[src/rtl/rsa_pkg.sv]
// rsa_pkg: shared widths, index-width helper and FSM states for the RSA decrypt core.
package rsa_pkg;
    localparam int MOD_BIT  = 5;
    localparam int EXPO_BIT = 3;
    function automatic int idx_w_of(input int e);
        return (e > 1) ? $clog2(e) : 1;
    endfunction
    localparam int IDX_W = idx_w_of(EXPO_BIT);
    typedef enum logic [2:0] {IDLE, R2, CM, SQ, MUL, OUT, DONE} state_t;
endpackage

[src/rtl/mont_mul_serial.sv]
// mont_mul_serial: bit-serial radix-2 Montgomery product a*b*2^-k mod n in k+2 cycles.
module mont_mul_serial #(
    parameter int k = 5
) (
    input  logic         clk,
    input  logic         rst,
    input  logic         start,
    input  logic [k-1:0] a,
    input  logic [k-1:0] b,
    input  logic [k-1:0] n,
    output logic         busy,
    output logic         done,
    output logic [k-1:0] p
);
    localparam int cw = (k > 1) ? $clog2(k) : 1;
    localparam logic [cw-1:0] last = cw'(k - 1);
    logic          run, fin;
    logic [cw-1:0] cnt;
    logic [k-1:0]  a_r, b_r, n_r;
    logic [k+1:0]  t, t1, t2;
    // T stays below 2n, so T + b + n fits in k+2 bits
    always_comb begin
        t1 = t + (a_r[0] ? {2'b0, b_r} : '0);
        t2 = t1 + (t1[0] ? {2'b0, n_r} : '0);
    end
    assign p    = (t >= {2'b0, n_r}) ? k'(t - {2'b0, n_r}) : t[k-1:0];
    assign busy = run | fin;
    assign done = fin;
    always_ff @(posedge clk or negedge rst) begin
        if (!rst) begin
            run <= 1'b0;
            fin <= 1'b0;
            cnt <= '0;
            a_r <= '0;
            b_r <= '0;
            n_r <= '0;
            t   <= '0;
        end else begin
            fin <= 1'b0;
            if (start && !run && !fin) begin
                a_r <= a;
                b_r <= b;
                n_r <= n;
                t   <= '0;
                cnt <= '0;
                run <= 1'b1;
            end else if (run) begin
                t   <= t2 >> 1;
                a_r <= a_r >> 1;
                cnt <= cnt + 1'b1;
                if (cnt == last) begin
                    run <= 1'b0;
                    fin <= 1'b1;
                end
            end
        end
    end
endmodule

[src/rtl/rsa_decrypt.sv]
// rsa_decrypt: m = c^d mod n by left-to-right Montgomery exponentiation with on-chip R and R^2 mod n.
module rsa_decrypt
    import rsa_pkg::*;
#(
    parameter int mod_bit  = MOD_BIT,
    parameter int expo_bit = EXPO_BIT
) (
    input  logic                clk,
    input  logic                rst,
    input  logic                start,
    input  logic [mod_bit-1:0]  c,
    input  logic [mod_bit-1:0]  n,
    input  logic [expo_bit-1:0] d,
    output logic [mod_bit-1:0]  m,
    output logic                busy,
    output logic                done
);
    localparam int iw = idx_w_of(expo_bit);
    localparam int rw = $clog2(2 * mod_bit);
    state_t              state;
    logic [mod_bit-1:0]  c_r, n_r, x_m, c_m, t, t_nx, op_a, op_b, p;
    logic [mod_bit:0]    t2;
    logic [expo_bit-1:0] d_r;
    logic [iw-1:0]       idx;
    logic [rw-1:0]       rc;
    logic                issue, mm_busy, mm_done;
    // t doubles mod n; after k steps it is R mod n, after 2k steps R^2 mod n
    always_comb begin
        t2   = {t, 1'b0};
        t_nx = (t2 >= {1'b0, n_r}) ? mod_bit'(t2 - {1'b0, n_r}) : t2[mod_bit-1:0];
        op_a = (state == CM) ? c_r : x_m;
        op_b = (state == CM) ? t : (state == SQ) ? x_m : (state == MUL) ? c_m : mod_bit'(1);
    end
    mont_mul_serial #(.k(mod_bit)) u_mm (
        .clk  (clk),
        .rst  (rst),
        .start(issue && !mm_busy),
        .a    (op_a),
        .b    (op_b),
        .n    (n_r),
        .busy (mm_busy),
        .done (mm_done),
        .p    (p)
    );
    always_ff @(posedge clk or negedge rst) begin
        if (!rst) begin
            state <= IDLE;
            c_r   <= '0;
            n_r   <= '0;
            d_r   <= '0;
            x_m   <= '0;
            c_m   <= '0;
            t     <= '0;
            idx   <= '0;
            rc    <= '0;
            issue <= 1'b0;
            m     <= '0;
            busy  <= 1'b0;
            done  <= 1'b0;
        end else begin
            done  <= 1'b0;
            issue <= 1'b0;
            case (state)
                IDLE: if (start) begin
                    c_r   <= c;
                    n_r   <= n;
                    d_r   <= d;
                    idx   <= iw'(expo_bit - 1);
                    t     <= mod_bit'(1);
                    rc    <= '0;
                    busy  <= 1'b1;
                    state <= R2;
                end
                R2: begin
                    t  <= t_nx;
                    rc <= rc + 1'b1;
                    if (rc == rw'(mod_bit - 1)) x_m <= t_nx;
                    if (rc == rw'(2 * mod_bit - 1)) begin
                        issue <= 1'b1;
                        state <= CM;
                    end
                end
                CM: if (mm_done) begin
                    c_m   <= p;
                    issue <= 1'b1;
                    state <= SQ;
                end
                SQ, MUL: if (mm_done) begin
                    x_m   <= p;
                    issue <= 1'b1;
                    if (state == SQ && d_r[idx]) state <= MUL;
                    else if (idx == '0) state <= OUT;
                    else begin
                        idx   <= idx - 1'b1;
                        state <= SQ;
                    end
                end
                OUT: if (mm_done) begin
                    m     <= p;
                    done  <= 1'b1;
                    state <= DONE;
                end
                DONE: begin
                    busy  <= 1'b0;
                    state <= IDLE;
                end
                default: state <= IDLE;
            endcase
        end
    end
endmodule

[config.mk]
export PLATFORM = sky130hd
export DESIGN_NAME = rsa_decrypt
export DESIGN_NICKNAME = d
export VERILOG_FILES = /design/src/rtl/rsa_pkg.sv /design/src/rtl/mont_mul_serial.sv /design/src/rtl/rsa_decrypt.sv
export SDC_FILE = /design/constraint.sdc
export NUM_CORES = 1
export LEC_CHECK = 0
export CORE_ASPECT_RATIO = 0.8
export CORE_UTILIZATION = 62
export CTS_BUF_LIST = sky130_fd_sc_hd__clkbuf_16
export DETAILED_ROUTE_END_ITERATION = 8
export GPL_TIMING_DRIVEN = 0
export PLACE_DENSITY = 0.94
export SYNTH_ARGS = -nofsm -noshare
export SYNTH_HDL_FRONTEND = slang
export SYNTH_SLANG_ARGS = --single-unit
[constraint.sdc]
create_clock -name clk -period 3.78 [get_ports clk]
set_input_delay 0.756 -clock clk [delete_from_list [all_inputs] [get_ports clk]]
set_output_delay 0.756 -clock clk [all_outputs]
set_load 0.03 [all_outputs]
==> results.yml <==
timing:
  unrepaired_setup_endpoints_after_global_routing: "false"
  achievable-frequency_ghz: 0.331
  pin_slew_with_the_least_headroom_to_its_limit_ps: 1040
  final.setup_skew_ps: 7.61
  report.final.hold_viol_count: 0
  final_hold_slack_ps: 480
  final_min_period_over_clock_period_pct: 79.8
  max_slew_margin_vs_limit_pct: 30.3
  setup_viol: 0
  fin_crit_ps: 3020
  slew_violations: 0
  final_critical_path_setup_slack_ps: 762
placement:
  post-place-cells: 562
  detailed_place_hpwl_um: 7390
  io_buffers: 22
  place_ws_ps: 898
  final_weighted_congestion_of_routability_driven_global_placement: 0.874
routing:
  vias_per_cell: 6.33
  drt-pass1-iter-count: 6
  drt_first_iter_violations: 417
  route.antenna.remaining_nets: 0
  post-route-drc-count: 0
  average_detailed_routed_wire_length_per_instance_um: 18.7
  route.vias.total: 3659
  routed_wl_um: 10800
yosys:
  ys.flop_type: "dfrtp_1"
  yosysWarnings: 0
  yosys_register_bits: 71
  post_synth_inst_count: 456
  netlist_area_mm2: 0.00430
  synth_fp_nets: 502
  fraction_of_registers_with_async_set_reset_pct: 100
  syn_avg_cell_area_um2: 9.43
  edff_count_synth: 0
  post_synth_num_cell_types: 70
  yosysSeqAreaShare_pct: 41.3
final_layout:
  synthToLayoutAreaGrowth_pct: 14.8
  final_common_cell: "dfrtp_1"
  nNetsFinal: 535
  layout-drive-gt1-share_pct: 9.11
  diodes: 0
  most-common-layout-cells: "dfrtp_1 (71), nand2_1 (58), o21ai_0 (51)"
  post_layout_nonfiller_instances: 578
cts:
  h-tree-depth: 3
  clock_sinks: 71
  cts-root-to-sink-buffers: 2
  clkLatencyLatePin_ps: 340
  post-cts-setup-buffers: 0
  cts.repair.resized: 0
  cts_tree: "built"
  cts_inserted_buffers: 9
  clk_pin_slew_ps: 60
  ctsRootBufferMaster: "clkbuf_16"
  hold_buffers: 0
worst_hold_path:
  min-delay-path-class: "reg2reg"
setup_path:
  critical_path_required_time_ps: 4010
  worst-setup-path-type: "reg2reg"
  setup.worst_path.end_class: "flop"
  arrival_ps: 3250
  timing.critical_path.max_delay_family: "compound AO/OA/AOI/OAI gates"
  setup.worst_path.start_class: "flop"
  crit_fanout: 6
  reg2reg_setup_slack_ps: 760
  critical_path.cell_chain: "and2_1 > ha_1 > fa_1 > a21o_1 > a21oi_1 > xnor2_1 > ha_1 > o21a_1 > a21oi_1 > a31oi_1 > xor2_1 > a22o_1"
  cp_num_buf_inv: 0
  critPathSlowestCell: "dfrtp_1"
  critPathMaxStageDelay_ps: 430
floorplan:
  core_area_mm2: 0.00654
  rows: 26
  die_width_um: 95.1
  boundaryPins: 23
  start_util_pct: 65.7
  floorplan.die.height_um: 76.5
  fp.dieArea_mm2: 0.00727
outcome:
  run_status: "completed"
global_routing:
  grt_first_pass_wirelength_um: 17700
  grt-ovfl-total: 0
  track_usage_pct: 32.3
  grt_start_max_net_pins: 72
  antenna_found_initial: 0
  grt_pass1_vias: 3627
run:
  drv_cap: 0
pwr:
  power.static_leakage_uw: 0.00231
  ir_drop_uv: 265
  powerDensity_mw_per_mm2: 358
[final cells by class]
type                    count  area (µm²)
well taps                  84         105
flip-flops and latches     71        1780
multi-input cells         339        2340
fillers                   428        1600
repair buffers             22         218
plain buffers              18        81.3
inverters                  28         105
clock inverters             7        87.6
clock buffers               9         225
[tightest hold or removal path: stages, from the launching register on]
cell     delay, ps
dfrtp_1        340
nand2_1         40
o21ai_0         60
[cell usage after synthesis (all sizes together), types with 11 or more instances]
| library cell | instances | share of area, % |
|---|---|---|
| mux2 | 11 | 2.9 |
| a21oi | 19 | 2.5 |
| nand2 | 59 | 5.2 |
| clkbuf | 14 | 1.2 |
| o21ai | 51 | 5.9 |
| and2 | 11 | 1.6 |
| mux2i | 14 | 3.3 |
| dfrtp | 71 | 41 |
| nor2 | 22 | 2.0 |
| inv | 28 | 2.4 |
| ha | 26 | 7.6 |
[stage by stage]
step	TNS (ps)	power, µW	instance area (µm²)	utilization (%)
after floorplan	0	824	4300	-
after global placement	-29160	862	4620	70.7
after detailed placement	0	865	4620	70.7
after CTS	0	1770	4930	75.5
after global routing	0	1810	4930	75.5
final	0	1760	4930	75.5
[kinds of logic after synthesis]
| family | after synthesis | share of synthesized area (%) |
|---|---|---|
| buf+inv | 46 | 4.34 |
| flops | 71 | 41.3 |
| simple gates | 145 | 16.8 |
| xor+xnor | 12 | 2.44 |
| compound gates | 127 | 19.5 |
| mux | 25 | 6.14 |
| fa+ha+maj | 30 | 9.43 |
[sequential cells by signal (all words and copies together) (netlist names), 2 cells and up]
name      flops
c_m           5
c_r           5
d_r           3
idx           2
m             5
n_r           5
rc            4
state         3
t             5
u_mm.a_r      5
u_mm.b_r      5
u_mm.cnt      3
u_mm.n_r      5
u_mm.t        6
x_m           5
[worst paths after layout]
check / from / to / cells after the start
min in group asynchronous: rst / u_mm.cnt[0]$_DFFE_PN0P_ / 1
max: u_mm.a_r[0]$_DFFE_PN0P_ / u_mm.t[5]$_DFFE_PN0P_ / 12
min reg2reg: m[0]$_DFFE_PN0P_ / m[0]$_DFFE_PN0P_ / 2
min: m[0]$_DFFE_PN0P_ / m[0]$_DFFE_PN0P_ / 2
max reg2reg: u_mm.a_r[0]$_DFFE_PN0P_ / u_mm.t[5]$_DFFE_PN0P_ / 12
max in group asynchronous: rst / n_r[0]$_DFFE_PN0P_ / 1
[power breakdown]
group	leakage, µW	internal, µW	switching, µW
sequential	0.000909	769	6.66
combinational	0.00124	34.2	42.2
clock	0.000161	574	339
[routing by layer]
layer	global-route usage (%)	wire length, µm	up-vias
met3	9.68	887	35
met4	9.09	243	0
met5	0	0	-
met2	50.6	5060	176
li1	-	-	1691
met1	43.3	4630	1757
(Power assumes the default switching activity.)
